### src/rtl/calc_pkg.sv
// Shared constants, state encoding and nibble-count helper for the calculator datapath.
package calc_pkg;

  localparam int CHUNK_W = 4;

  typedef enum logic [1:0] {
    IDLE = 2'd0,
    RUN  = 2'd1,
    DONE = 2'd2
  } state_t;

  function automatic int nibble_count(input int width);
    return width / CHUNK_W;
  endfunction

endpackage

### src/rtl/nibble_serial_adder_if.sv
// Start/busy/done handshake and operand/result bus of the nibble-serial adder.
// The ovf signal exists only when CALC_OVF_FLAG_EN is defined.
interface nibble_serial_adder_if #(parameter int WIDTH = 8);

  logic             start;
  logic [WIDTH-1:0] a;
  logic [WIDTH-1:0] b;
  logic             cin;
  logic             busy;
  logic             done;
  logic [WIDTH-1:0] sum;
  logic             cout;
`ifdef CALC_OVF_FLAG_EN
  logic             ovf;
`endif

  modport master (
    output start, a, b, cin,
    input  busy, done, sum, cout
`ifdef CALC_OVF_FLAG_EN
    , input ovf
`endif
  );

  modport slave (
    input  start, a, b, cin,
    output busy, done, sum, cout
`ifdef CALC_OVF_FLAG_EN
    , output ovf
`endif
  );

endinterface

### src/rtl/adder_4_bit_cin.sv
// Combinational 4-bit adder with carry-in; produces the full 5-bit result as {o_cout, o_s}.
module adder_4_bit_cin (
  input  logic [3:0] i_a,
  input  logic [3:0] i_b,
  input  logic       i_cin,
  output logic [3:0] o_s,
  output logic       o_cout
);

  assign {o_cout, o_s} = {1'b0, i_a} + {1'b0, i_b} + {4'b0000, i_cin};

endmodule

### src/rtl/nibble_serial_adder.sv
// Multi-cycle WIDTH-bit adder, one nibble per clock through a single shared 4-bit adder.
// Optional signed-overflow output enabled by defining CALC_OVF_FLAG_EN.
module nibble_serial_adder
  import calc_pkg::*;
#(
  parameter int WIDTH = 8
) (
  input  logic                  clk,
  input  logic                  rst_n,
  nibble_serial_adder_if.slave  bus
);

  localparam int              N        = nibble_count(WIDTH);
  localparam int              IDX_W    = (N > 1) ? $clog2(N) : 1;
  localparam logic [IDX_W-1:0] LAST_IDX = IDX_W'(N - 1);

  state_t             r_state;
  state_t             w_nextState;
  logic [WIDTH-1:0]   r_a;
  logic [WIDTH-1:0]   r_b;
  logic [WIDTH-1:0]   r_acc;
  logic [WIDTH-1:0]   r_sum;
  logic [WIDTH-1:0]   w_sumNext;
  logic               r_carry;
  logic               r_cout;
  logic [IDX_W-1:0]   r_idx;
  logic [CHUNK_W-1:0] w_aNib;
  logic [CHUNK_W-1:0] w_bNib;
  logic [CHUNK_W-1:0] w_s;
  logic               w_c;
  logic               w_last;
  logic               w_accept;
  logic               w_busy;
  logic               w_done;

  assign w_aNib   = r_a[int'(r_idx)*CHUNK_W +: CHUNK_W];
  assign w_bNib   = r_b[int'(r_idx)*CHUNK_W +: CHUNK_W];
  assign w_last   = (r_idx == LAST_IDX);
  assign w_accept = (r_state == IDLE) && bus.start;

  adder_4_bit_cin u_adder (
    .i_a    (w_aNib),
    .i_b    (w_bNib),
    .i_cin  (r_carry),
    .o_s    (w_s),
    .o_cout (w_c)
  );

  // Full result as it will look once the MSB nibble lands; only consumed on the last step.
  always_comb begin
    w_sumNext = r_acc;
    w_sumNext[WIDTH-1 -: CHUNK_W] = w_s;
  end

  always_ff @(posedge clk or negedge rst_n) begin
    if (!rst_n) r_state <= IDLE;
    else        r_state <= w_nextState;
  end

  always_comb begin
    w_nextState = r_state;
    w_busy      = 1'b0;
    w_done      = 1'b0;
    case (r_state)
      IDLE: if (bus.start) w_nextState = RUN;
      RUN: begin
        w_busy = 1'b1;
        if (w_last) w_nextState = DONE;
      end
      DONE: begin
        w_done      = 1'b1;
        w_nextState = IDLE;
      end
      default: w_nextState = IDLE;
    endcase
  end

  always_ff @(posedge clk or negedge rst_n) begin
    if (!rst_n) begin
      r_a     <= '0;
      r_b     <= '0;
      r_acc   <= '0;
      r_carry <= 1'b0;
      r_idx   <= '0;
      r_sum   <= '0;
      r_cout  <= 1'b0;
    end else if (w_accept) begin
      r_a     <= bus.a;
      r_b     <= bus.b;
      r_acc   <= '0;
      r_carry <= bus.cin;
      r_idx   <= '0;
    end else if (r_state == RUN) begin
      r_acc[int'(r_idx)*CHUNK_W +: CHUNK_W] <= w_s;
      r_carry <= w_c;
      r_idx   <= r_idx + 1'b1;
      if (w_last) begin
        r_sum  <= w_sumNext;
        r_cout <= w_c;
      end
    end
  end

`ifdef CALC_OVF_FLAG_EN
  logic r_ovf;

  // Overflow when both operands share a sign that the result does not.
  always_ff @(posedge clk or negedge rst_n) begin
    if (!rst_n) begin
      r_ovf <= 1'b0;
    end else if ((r_state == RUN) && w_last) begin
      r_ovf <= (r_a[WIDTH-1] == r_b[WIDTH-1]) && (w_sumNext[WIDTH-1] != r_a[WIDTH-1]);
    end
  end

  assign bus.ovf = r_ovf;
`endif

  assign bus.busy = w_busy;
  assign bus.done = w_done;
  assign bus.sum  = r_sum;
  assign bus.cout = r_cout;

endmodule

### src/flat_wrapper.sv
// flat-port wrapper written by rule: the top's interface ports become plain ports
module nibble_serial_adder_flat import calc_pkg::*;
#(
  parameter int WIDTH = 8
)
  (clk, rst_n, bus_start, bus_a, bus_b, bus_cin, bus_busy, bus_done, bus_sum, bus_cout);
  nibble_serial_adder_if #(.WIDTH(WIDTH)) bus_i ();
  input  logic clk;
  input  logic rst_n;
  input wire logic [$bits(bus_i.start)-1:0] bus_start;
  input wire logic [$bits(bus_i.a)-1:0] bus_a;
  input wire logic [$bits(bus_i.b)-1:0] bus_b;
  input wire logic [$bits(bus_i.cin)-1:0] bus_cin;
  output wire logic [$bits(bus_i.busy)-1:0] bus_busy;
  output wire logic [$bits(bus_i.done)-1:0] bus_done;
  output wire logic [$bits(bus_i.sum)-1:0] bus_sum;
  output wire logic [$bits(bus_i.cout)-1:0] bus_cout;
  assign bus_i.start = bus_start;
  assign bus_i.a = bus_a;
  assign bus_i.b = bus_b;
  assign bus_i.cin = bus_cin;
  assign bus_busy = bus_i.busy;
  assign bus_done = bus_i.done;
  assign bus_sum = bus_i.sum;
  assign bus_cout = bus_i.cout;
  nibble_serial_adder #(.WIDTH(WIDTH)) u_core (.clk(clk), .rst_n(rst_n), .bus(bus_i));
endmodule
### config.mk
export PLATFORM = sky130hd
export DESIGN_NAME = nibble_serial_adder_flat
export DESIGN_NICKNAME = d
export VERILOG_FILES = /design/src/rtl/calc_pkg.sv /design/src/rtl/nibble_serial_adder_if.sv /design/src/rtl/adder_4_bit_cin.sv /design/src/rtl/nibble_serial_adder.sv /design/src/flat_wrapper.sv
export SDC_FILE = /design/constraint.sdc
export NUM_CORES = 1
export LEC_CHECK = 0
export BUFFER_PORTS_ARGS = -buffer_cell sky130_fd_sc_hd__buf_2
export CORE_UTILIZATION = 47
export CTS_CLUSTER_DIAMETER = 50
export DETAILED_ROUTE_END_ITERATION = 10
export PLACE_DENSITY = 0.81
export REMOVE_ABC_BUFFERS = 1
export SYNTH_ARGS = -nofsm -noshare
export SYNTH_HDL_FRONTEND = slang
export SYNTH_SLANG_ARGS = --single-unit
### constraint.sdc
create_clock -name clk -period 5.6 [get_ports clk]
set_input_delay 1.12 -clock clk [delete_from_list [all_inputs] [get_ports clk]]
set_output_delay 1.12 -clock clk [all_outputs]
set_load 0.01 [all_outputs]
==> Word level (Yosys, flattened, before mapping) <==
Cells that the tools add are included.
{ "word_totals": {"inputBits": 20, "out_inout_bits": 11, "register_bits": 37} }
{ "op_classes": {"n_eq_ne": 4, "n_reduce_logical": 5, "add_sub_neg": 4, "shift": 4, "bitwise": 1, "mux": 12} }
{ "ops": {"columns": ["cell", "count"], "rows": [
  ["negator 3 -> 33 bit", 1],
  ["variable shift 4 x 33 -> 8 bit (first input constant)", 1],
  ["indexed part select 4 x 33 -> 8 bit", 1],
  ["two-way mux 8 bit", 2],
  ["indexed part select 8 x 4 -> 4 bit", 2],
  ["bitwise mux 8 bit", 1],
  ["two-way mux 1 bit", 6],
  ["adder 4 x 4 -> 5 bit", 1],
  ["adder 5 x 1 -> 5 bit", 1],
  ["two-way mux 2 bit", 2],
  ["one-hot mux 2 bit (2 select lines)", 1],
  ["AND reduction 3 bit", 1],
  ["equality test 2 x 1 -> 1 bit (second input constant)", 1],
  ["equality test 2 bit (second input constant)", 1],
  ["logical NOT 2 bit", 1],
  ["!= test 2 x 1 -> 1 bit (second input constant)", 1],
  ["!= test 2 bit (second input constant)", 1],
  ["AND reduction 2 bit", 1],
  ["nonzero test 2 bit", 1],
  ["adder 1 bit (second input constant)", 1],
  ["logical AND 1 bit", 1],
  ["inverter 1 bit", 1]
]} }

==> Longest topological paths before layout <==
Gate-level depths: netlist of run 1.
{ "depth": {"ltp_word": 7, "depth_mapped": 7, "depth_no_buf": 6} }

==> Modules after synthesis <==
From an unflattened synthesis of run 1, not the netlist that was laid out.
{ "hier_totals": {"cells_unflattened": 113, "area_unflattened_um2": 1574.0} }
{ "modules_own_cells": {"columns": ["mod", "area_per_inst_um2", "cells_each", "seq_area_each_um2", "instances"], "rows": [
  ["nibble_serial_adder", 1430.1, 97, 825.8, 1],
  ["adder_4_bit_cin", 143.9, 16, 0.0, 1]
]} }

==> Worst setup path after synthesis of run 1 <==
Ideal clock, no wire load.
{ "synth_path": {"path_kind": "reg-to-reg", "from": "reg u_core.r_idx", "to": "reg u_core.r_carry", "stages_incl_launch_ff": 8, "setup_ns": 0.127, "period_less_slack_ns": 2.266, "required_ns": 5.473, "slack_ns": 3.334, "n_path_buf": 1, "arrival_time_ns": 2.139, "cell_sequence": "dfrtp_1 -> buf_2 -> mux2_2 -> fa_1 -> fa_1 -> a21o_1 -> a21oi_1 -> o21ai_1"} }
{ "synth_between": {"elab_chain_cells": 5, "word_cells_on_any_way": 6} }
{ "synth_lines": {"columns": ["item", "line", "source"], "rows": [
  ["start, declared", "nibble_serial_adder.sv:26", "logic [IDX_W-1:0] r_idx;"],
  ["start signal, assigned", "nibble_serial_adder.sv:96", "r_idx <= r_idx + 1'b1;"],
  ["indexed part select 8 x 4 -> 4 bit, on equally long branches", "nibble_serial_adder.sv:36, nibble_serial_adder.sv:37", null],
  ["adder 4 x 4 -> 5 bit *", "adder_4_bit_cin.sv:10", "assign {o_cout, o_s} = {1'b0, i_a} + {1'b0, i_b} + {4'b0000, i_cin};"],
  ["adder 5 x 1 -> 5 bit *", "adder_4_bit_cin.sv:10", null],
  ["two-way mux 1 bit *", "nibble_serial_adder.sv:93", "end else if (r_state == RUN) begin"],
  ["two-way mux 1 bit *", "nibble_serial_adder.sv:87", "end else if (w_accept) begin"],
  ["end signal, assigned", "nibble_serial_adder.sv:91", "r_carry <= bus.cin;"],
  ["end signal, assigned", "nibble_serial_adder.sv:95", "r_carry <= w_c;"],
  ["end, declared", "nibble_serial_adder.sv:24", "logic r_carry;"]
]} }
Mark *: on every way between the ends. The rest lies on a longest branch, timed or not. The select of a mux whose other input is x is not followed.
A chain may end at the register's enable or synchronous reset.

==> Worst setup path after layout of run 1 <==
{ "layout_path": {"from": "reg u_core.r_idx", "to": "reg u_core.r_cout, in the netlist u_core.bus.cout"} }
{ "layout_between": {"elab_chain_cells": 3, "word_cells_on_any_way": 5} }
{ "layout_lines": {"columns": ["item", "line", "source"], "rows": [
  ["indexed part select 8 x 4 -> 4 bit, on equally long branches", "nibble_serial_adder.sv:36, nibble_serial_adder.sv:37", null],
  ["adder 4 x 4 -> 5 bit", "adder_4_bit_cin.sv:10", null],
  ["adder 5 x 1 -> 5 bit", "adder_4_bit_cin.sv:10", null],
  ["end signal, assigned", "nibble_serial_adder.sv:99", "r_cout <= w_c;"],
  ["end, declared", "nibble_serial_adder.sv:25", "logic r_cout;"]
]} }
Several ways; a longest one is shown, not always the timed one.

==> metrics.md, run 1 <==
| Metric | Value |
|---|---|
| TritonCTS clock tree | `done` |
| Fmax | `405.2 MHz` |
| Post-synth cell types | `28` |
| Detailed-route vias per instance | `5.163` |
| Avg Cell Area, Syn | `12.88 um^2` |
| Worst slew pin tran | `0.7250 ns` |
| Synth Area in Simple Gates | `11.36%` |
| CP Buf/Inv Count | `0` |
| Clock Latency Late Sink | `0.33 ns` |
| Layout cells sized above 1 | `38.82%` |
| First-pass GRT wire length | `4409 um` |
| Post-synthesis cell count | `118` |
| Peak VDD IR | `0.2864 mV` |
| GRT Total Usage | `17.89%` |
| Max Slew Vio Count | `0` |
| Die X | `58.87 um` |
| Synth async-reset ratio | `100.0%` |
| Total die area | `0.003466 mm^2` |
| Synth area leader | `dfrtp_1` |
| Largest net degree at the start of global routing | `34` |
| CP endpoint kind | `register` |
| Vias in the first global route | `1004` |
| Residual DRC | `0` |
| Setup bufs post-CTS | `0` |
| Ports | `31` |
| MaxCap Viol Count | `0` |
| Most used cell, CP | `fa_1` |
| Outcome | `complete, no violations` |
| Hold-fix buffers, CTS | `0` |
| Initial antenna violation count | `0` |
| XOR/XNOR Fraction of Synth Area | `0.5761%` |
| Clk_skew | `0.01086 ns` |
| Grt ovf | `0` |
| Initial core utilization | `49.80%` |
| Final setup viols | `0` |
| CP required | `5.80 ns` |
| Largest family of logic cells by synthesized area | `multiplexers` |
| Final Critical Period | `2.468 ns` |
| Top delay family on crit path | `adder cells` |
| Slew headroom | `51.67%` |
| Pre-antenna DRT Iters | `4` |
| Part of the cycle the worst path needs | `44.07%` |
| CP peak stage delay | `0.64 ns` |
| Synth area leaders | `dfrtp_1 (54%), mux2_2 (8.9%), mux2_4 (7.9%)` |
| N_diodes | `0` |
| H-tree lvl count | `2` |
| PortBufs | `30` |
| Util after Layout | `57.50%` |
| Core ar. | `0.003053 mm^2` |
| Critical-path cell list | `mux2_2, fa_1, fa_1, a21o_1, a21oi_1, o21ai_1` |
| Final Wtd Congestion | `0.7436` |
| Pwr per Cell Area | `637.4 mW/mm^2` |
| CTS buffer count | `5` |
| Synth Area in Compound Gates | `6.008%` |
| Area of the mapped netlist | `0.001520 mm^2` |
| Layout area overhead | `15.47%` |
| Hold Crit Class | `register to register` |
| DP HPWL | `1948 um` |
| Clk buf depth | `2` |
| Post-synth top flop | `dfrtp_1` |
| Post-synth EDFFs | `0` |
| Startpoint class of the critical path | `register` |
| Die height | `58.87 um` |
| Rows | `20` |
| Cts repair resizes | `0` |
| DR iter-0 viols | `24` |
| Clk sinks | `33` |
| Routed WL | `2637 um` |
| Final hold vios | `0` |
| Synthesized flop and latch total | `33` |
| Ys Warns | `0` |
| Clock Root Buffer | `clkbuf_4` |
| Mux cell area share after synthesis | `19.75%` |
| Avg WL per Cell | `13.45 um` |
| Crit path max fanout | `12` |
| Register area share after synthesis | `54.32%` |
| RSZ-0062 raised after global routing | `false` |
| Routed Antenna Nets | `0` |
| Yosys top cell area share | `54.32%` |
| Arrival time worst endpoint | `2.67 ns` |
| Layout Nets | `177` |
| Vias | `1012` |
| Adder-cell share of the synthesized area | `5.103%` |
| Worst-path clk slew | `0.09 ns` |
| TNS Setup | `0 ns` |
| CP max stage cell | `dfrtp_1` |
| Leakage | `0.8813 nW` |
| Crit path kind | `register to register` |
==> area by class of cell <==
cell class | count | area (um^2)
timing repair buffer | 31 | 157.7
sequential | 33 | 825.8
tap | 44 | 55.05
clock buffer | 7 | 55.05
inverter | 3 | 11.26
fill | 272 | 1297
multi-input combinational | 78 | 650.6
==> power by group <==
group | internal [mW] | total, mW | switching, mW | leakage, nW
Clock | 0.0592 | 0.133 | 0.0743 | 0.0314
Sequential | 0.353 | 0.433 | 0.0799 | 0.404
Combinational | 0.288 | 0.552 | 0.265 | 0.446
Total | 0.700 | 1.12 | 0.419 | 0.881
==> worst min-delay path: cells and delay by family (launching register included) <==
family / cells / cell delay (ns)
flip-flops: 1 / 0.35
AND/OR/NAND/NOR: 2 / 0.10
==> cell families after synthesis <==
family | count (synthesis)
xor+xnor | 1
flops | 33
buf+inv | 7
fa+ha+maj | 5
simple gates | 35
mux | 24
compound gates | 13
==> cell usage in the layout, fill, tap and decap left out <==
cell	count
buf_2	30
xor2_1	1
clkbuf_1	1
a21oi_1	2
nor3b_2	2
a22oi_1	1
o21bai_1	1
a22o_1	3
dfrtp_1	33
clkinv_1	1
clkbuf_4	5
nand2b_1	1
a21o_1	1
clkbuf_8	1
mux2_4	8
nand3b_1	2
mux2_2	12
nor2b_1	1
a21boi_0	1
or3b_1	1
buf_4	1
nand2_1	25
inv_1	2
and3b_1	1
o21ai_1	2
fa_1	2
o31ai_1	2
ha_1	3
mux2_1	4
nor2_1	1
nand3_1	1
==> registers in the layout, summed over array words and instances, names as in the netlist <==
signal and count:
u_core.r_acc 4, u_core.bus.cout 1, u_core.r_state 2, u_core.bus.sum 8
u_core.r_carry 1, u_core.r_idx 1, u_core.r_a 8, u_core.r_b 8
==> synth_stat cells (all sizes together) (2+ instances only) <==
| master | instances |
|---|---|
| nand3b | 2 |
| nor3b | 2 |
| buf | 4 |
| ha | 3 |
| a21oi | 2 |
| mux2 | 24 |
| o21ai | 2 |
| dfrtp | 33 |
| a22o | 3 |
| nand2 | 25 |
| inv | 2 |
| o31ai | 2 |
| fa | 2 |
==> worst paths after layout <==
path	from	to	slack, ns	cells past startpoint
setup / recovery	u_core.r_idx	u_core.bus.cout	3.13	6
hold / removal	u_core.bus.sum[0]	u_core.bus.sum[0]	0.48	2
setup reg to reg	u_core.r_idx	u_core.bus.cout	3.13	6
hold reg to reg	u_core.bus.sum[0]	u_core.bus.sum[0]	0.48	2
max in group asynchronous	rst_n	u_core.r_b[6]	4.29	1
min in group asynchronous	rst_n	u_core.r_acc[1]	0.84	1
==> per-stage QoR <==
stage / hold slack (ns) / instance area (um^2) / instances / setup WS (ns) / power, mW
6_report: 0.4769 / 1755 / 196 / 3.132 / 1.119
5_1_grt: 0.5049 / 1755 / 196 / 2.982 / 1.216
4_1_cts: 0.4828 / 1755 / 196 / 3.128 / 1.133
3_5_place_dp: 0.4593 / 1700 / 189 / 3.133 / 0.9959
3_3_place_gp: 0.4517 / 1700 / 189 / 3.220 / 0.9569
2_1_floorplan: 0.4391 / 1488 / 114 / 2.927 / 0.8417
==> routing by layer <==
| layer | track usage [%] | vias to the layer above | share of wire [%] |
|---|---|---|---|
| li1 | - | 476 | - |
| met1 | 21.13 | 505 | 43 |
| met2 | 30.03 | 26 | 51 |
| met3 | 6.593 | 5 | 4.6 |
| met4 | 6.122 | 0 | 1.3 |
| met5 | 0 | - | 0 |
Power figures use the tool's default switching activity.
==> inputs of run 2 (changes only) <==
==> constraint.sdc (replaced) <==
create_clock -name clk -period 2.3 [get_ports clk]
set_input_delay 0.46 -clock clk [delete_from_list [all_inputs] [get_ports clk]]
set_output_delay 0.46 -clock clk [all_outputs]
set_load 0.01 [all_outputs]
==> metrics.md, run 2 (synthesis results as in run 1) <==
| Metric | Value |
|---|---|
| Fin cells | `200 (was 196)` |
| Clock Root Buffer | `clkbuf_4 (unchanged)` |
| TNS Setup | `0 ns (unchanged)` |
| Core ar. | `0.003053 mm^2 (unchanged)` |
| Routed Antenna Nets | `0 (unchanged)` |
| Worst-path clk slew | `0.11 ns (was 0.09 ns)` |
| Vias in the first global route | `1073 (was 1004)` |
| Layout cells sized above 1 | `42.31% (was 38.82%)` |
| Final Wtd Congestion | `0.7731 (was 0.7436)` |
| TritonCTS clock tree | `done (unchanged)` |
| Avg WL per Cell | `13.56 um (was 13.45 um)` |
| Layout area overhead | `18.35% (was 15.47%)` |
| Ports | `31 (unchanged)` |
| Layout Nets | `180 (was 177)` |
| # fillers | `277 (was 272)` |
| Final setup viols | `0 (unchanged)` |
| Vias | `990 (was 1012)` |
| Routed WL | `2712 um (was 2637 um)` |
| Most frequent cells in the layout | `dfrtp_1 (33), buf_2 (30), nand2_1 (25) (unchanged)` |
| Hold-fix buffers, CTS | `0 (unchanged)` |
| Final hold vios | `0 (unchanged)` |
| Peak VDD IR | `0.8344 mV (was 0.2864 mV)` |
| Pre-antenna DRT Iters | `4 (unchanged)` |
| Detailed-route vias per instance | `4.950 (was 5.163)` |
| MaxCap Viol Count | `0 (unchanged)` |
| Commonest non-fill, non-tap cell in the layout | `dfrtp_1 (unchanged)` |
| N_diodes | `0 (unchanged)` |
| GRT Total Usage | `19.22% (was 17.89%)` |
| Clk sinks | `33 (unchanged)` |
| RSZ-0062 raised after global routing | `false (unchanged)` |
| Residual DRC | `0 (unchanged)` |
| Slew headroom | `51.74% (was 51.67%)` |
| Rows | `20 (unchanged)` |
| Leakage | `0.9058 nW (was 0.8813 nW)` |
| Max Slew Vio Count | `0 (unchanged)` |
| DP HPWL | `1932 um (was 1948 um)` |
| Arrival time worst endpoint | `2.40 ns (was 2.67 ns)` |
| Total die area | `0.003466 mm^2 (unchanged)` |
| Grt ovf | `0 (unchanged)` |
| Largest net degree at the start of global routing | `34 (unchanged)` |
| CP endpoint kind | `register (unchanged)` |
| Clk_skew | `0.01238 ns (was 0.01086 ns)` |
| Crit path kind | `register to register (unchanged)` |
| Clk buf depth | `2 (unchanged)` |
| H-tree lvl count | `2 (unchanged)` |
| Part of the cycle the worst path needs | `95.21% (was 44.07%)` |
| DR iter-0 viols | `21 (was 24)` |
| Worst slew pin tran | `0.7238 ns (was 0.7250 ns)` |
| CP required | `2.51 ns (was 5.80 ns)` |
| Pwr per Cell Area | `1585 mW/mm^2 (was 637.4 mW/mm^2)` |
| Final Critical Period | `2.190 ns (was 2.468 ns)` |
| Die X | `58.87 um (unchanged)` |
| Die height | `58.87 um (unchanged)` |
| Outcome | `complete, no violations (unchanged)` |
| Initial core utilization | `49.80% (unchanged)` |
| Initial antenna violation count | `0 (unchanged)` |
| Clock Latency Late Sink | `0.34 ns (was 0.33 ns)` |
| PortBufs | `30 (unchanged)` |
| CTS buffer count | `5 (unchanged)` |
| Fmax | `456.7 MHz (was 405.2 MHz)` |
| Crit path max fanout | `4 (was 12)` |
| Hold Crit Class | `primary input to asynchronous set/reset pin (was register to register)` |
| DP Cell Count | `191 (was 189)` |
| Startpoint class of the critical path | `register (unchanged)` |
| First-pass GRT wire length | `4740 um (was 4409 um)` |
run 2: worst max-delay path: stages (launching register included):
cell and delay [ns]:
dfrtp_1 0.43, mux2_2 0.38, fa_1 0.44, fa_2 0.37, a21o_1 0.20, a21oi_2 0.16
o21ai_1 0.08
run 2: repair_timing:
| action | in CTS | in global routing |
|---|---|---|
| gates resized for setup | 0 | 2 |
| buffers inserted | 0 | 1 |
| setup endpoints to repair | 0 | 2 |
run 2: routing by layer:
layer | track usage [%] | routed length [um]
met4 | 7.143 | 42
met1 | 21.73 | 1156
met2 | 32.63 | 1373
met5 | 0 | 0
met3 | 7.692 | 140
run 2: area by class of cell:
cell class	instances	area (um^2)	area share (%)
sequential	33	825.8	45.90
multi-input combinational	78	656.9	36.51
timing repair buffer	34	180.2	10.01
clock buffer	7	65.06	3.616
tap	44	55.05	3.060
inverter	3	11.26	0.6259
clock inverter	1	5.005	0.2782
run 2: power by group:
part           switching [mW]  internal (mW)  total, mW
clock network           0.195          0.177      0.372
logic                   0.696          0.755       1.45
registers               0.171          0.860       1.03
total                    1.06           1.79       2.85
run 2: worst paths after layout:
path	depth (start not counted)	end	slack [ns]	start
max in group asynchronous	1	u_core.r_a[1]	1.66	rst_n
setup / recovery	6	u_core.bus.cout	0.11	u_core.r_idx
hold / removal	1	u_core.bus.sum[4]	0.16	rst_n
setup reg to reg	6	u_core.bus.cout	0.11	u_core.r_idx
hold reg to reg	2	u_core.bus.sum[5]	0.47	u_core.bus.sum[5]
min in group clk	2	u_core.r_b[5]	0.34	bus_b[5]
run 2: per-stage QoR:
step	hold WS, ns	util (%)	worst slack [ns]	cell area [um^2]	total power, mW
2_1_floorplan	0.1644	-	0.02666	1488	2.049
3_3_place_gp	0.4517	56.19	0.1743	1715	2.366
3_5_place_dp	0.4574	56.19	0.05187	1715	2.446
4_1_cts	0.1819	58.48	0.02131	1785	2.831
5_1_grt	0.2028	58.93	0.03306	1799	3.099
6_report	0.1583	58.93	0.1103	1799	2.853
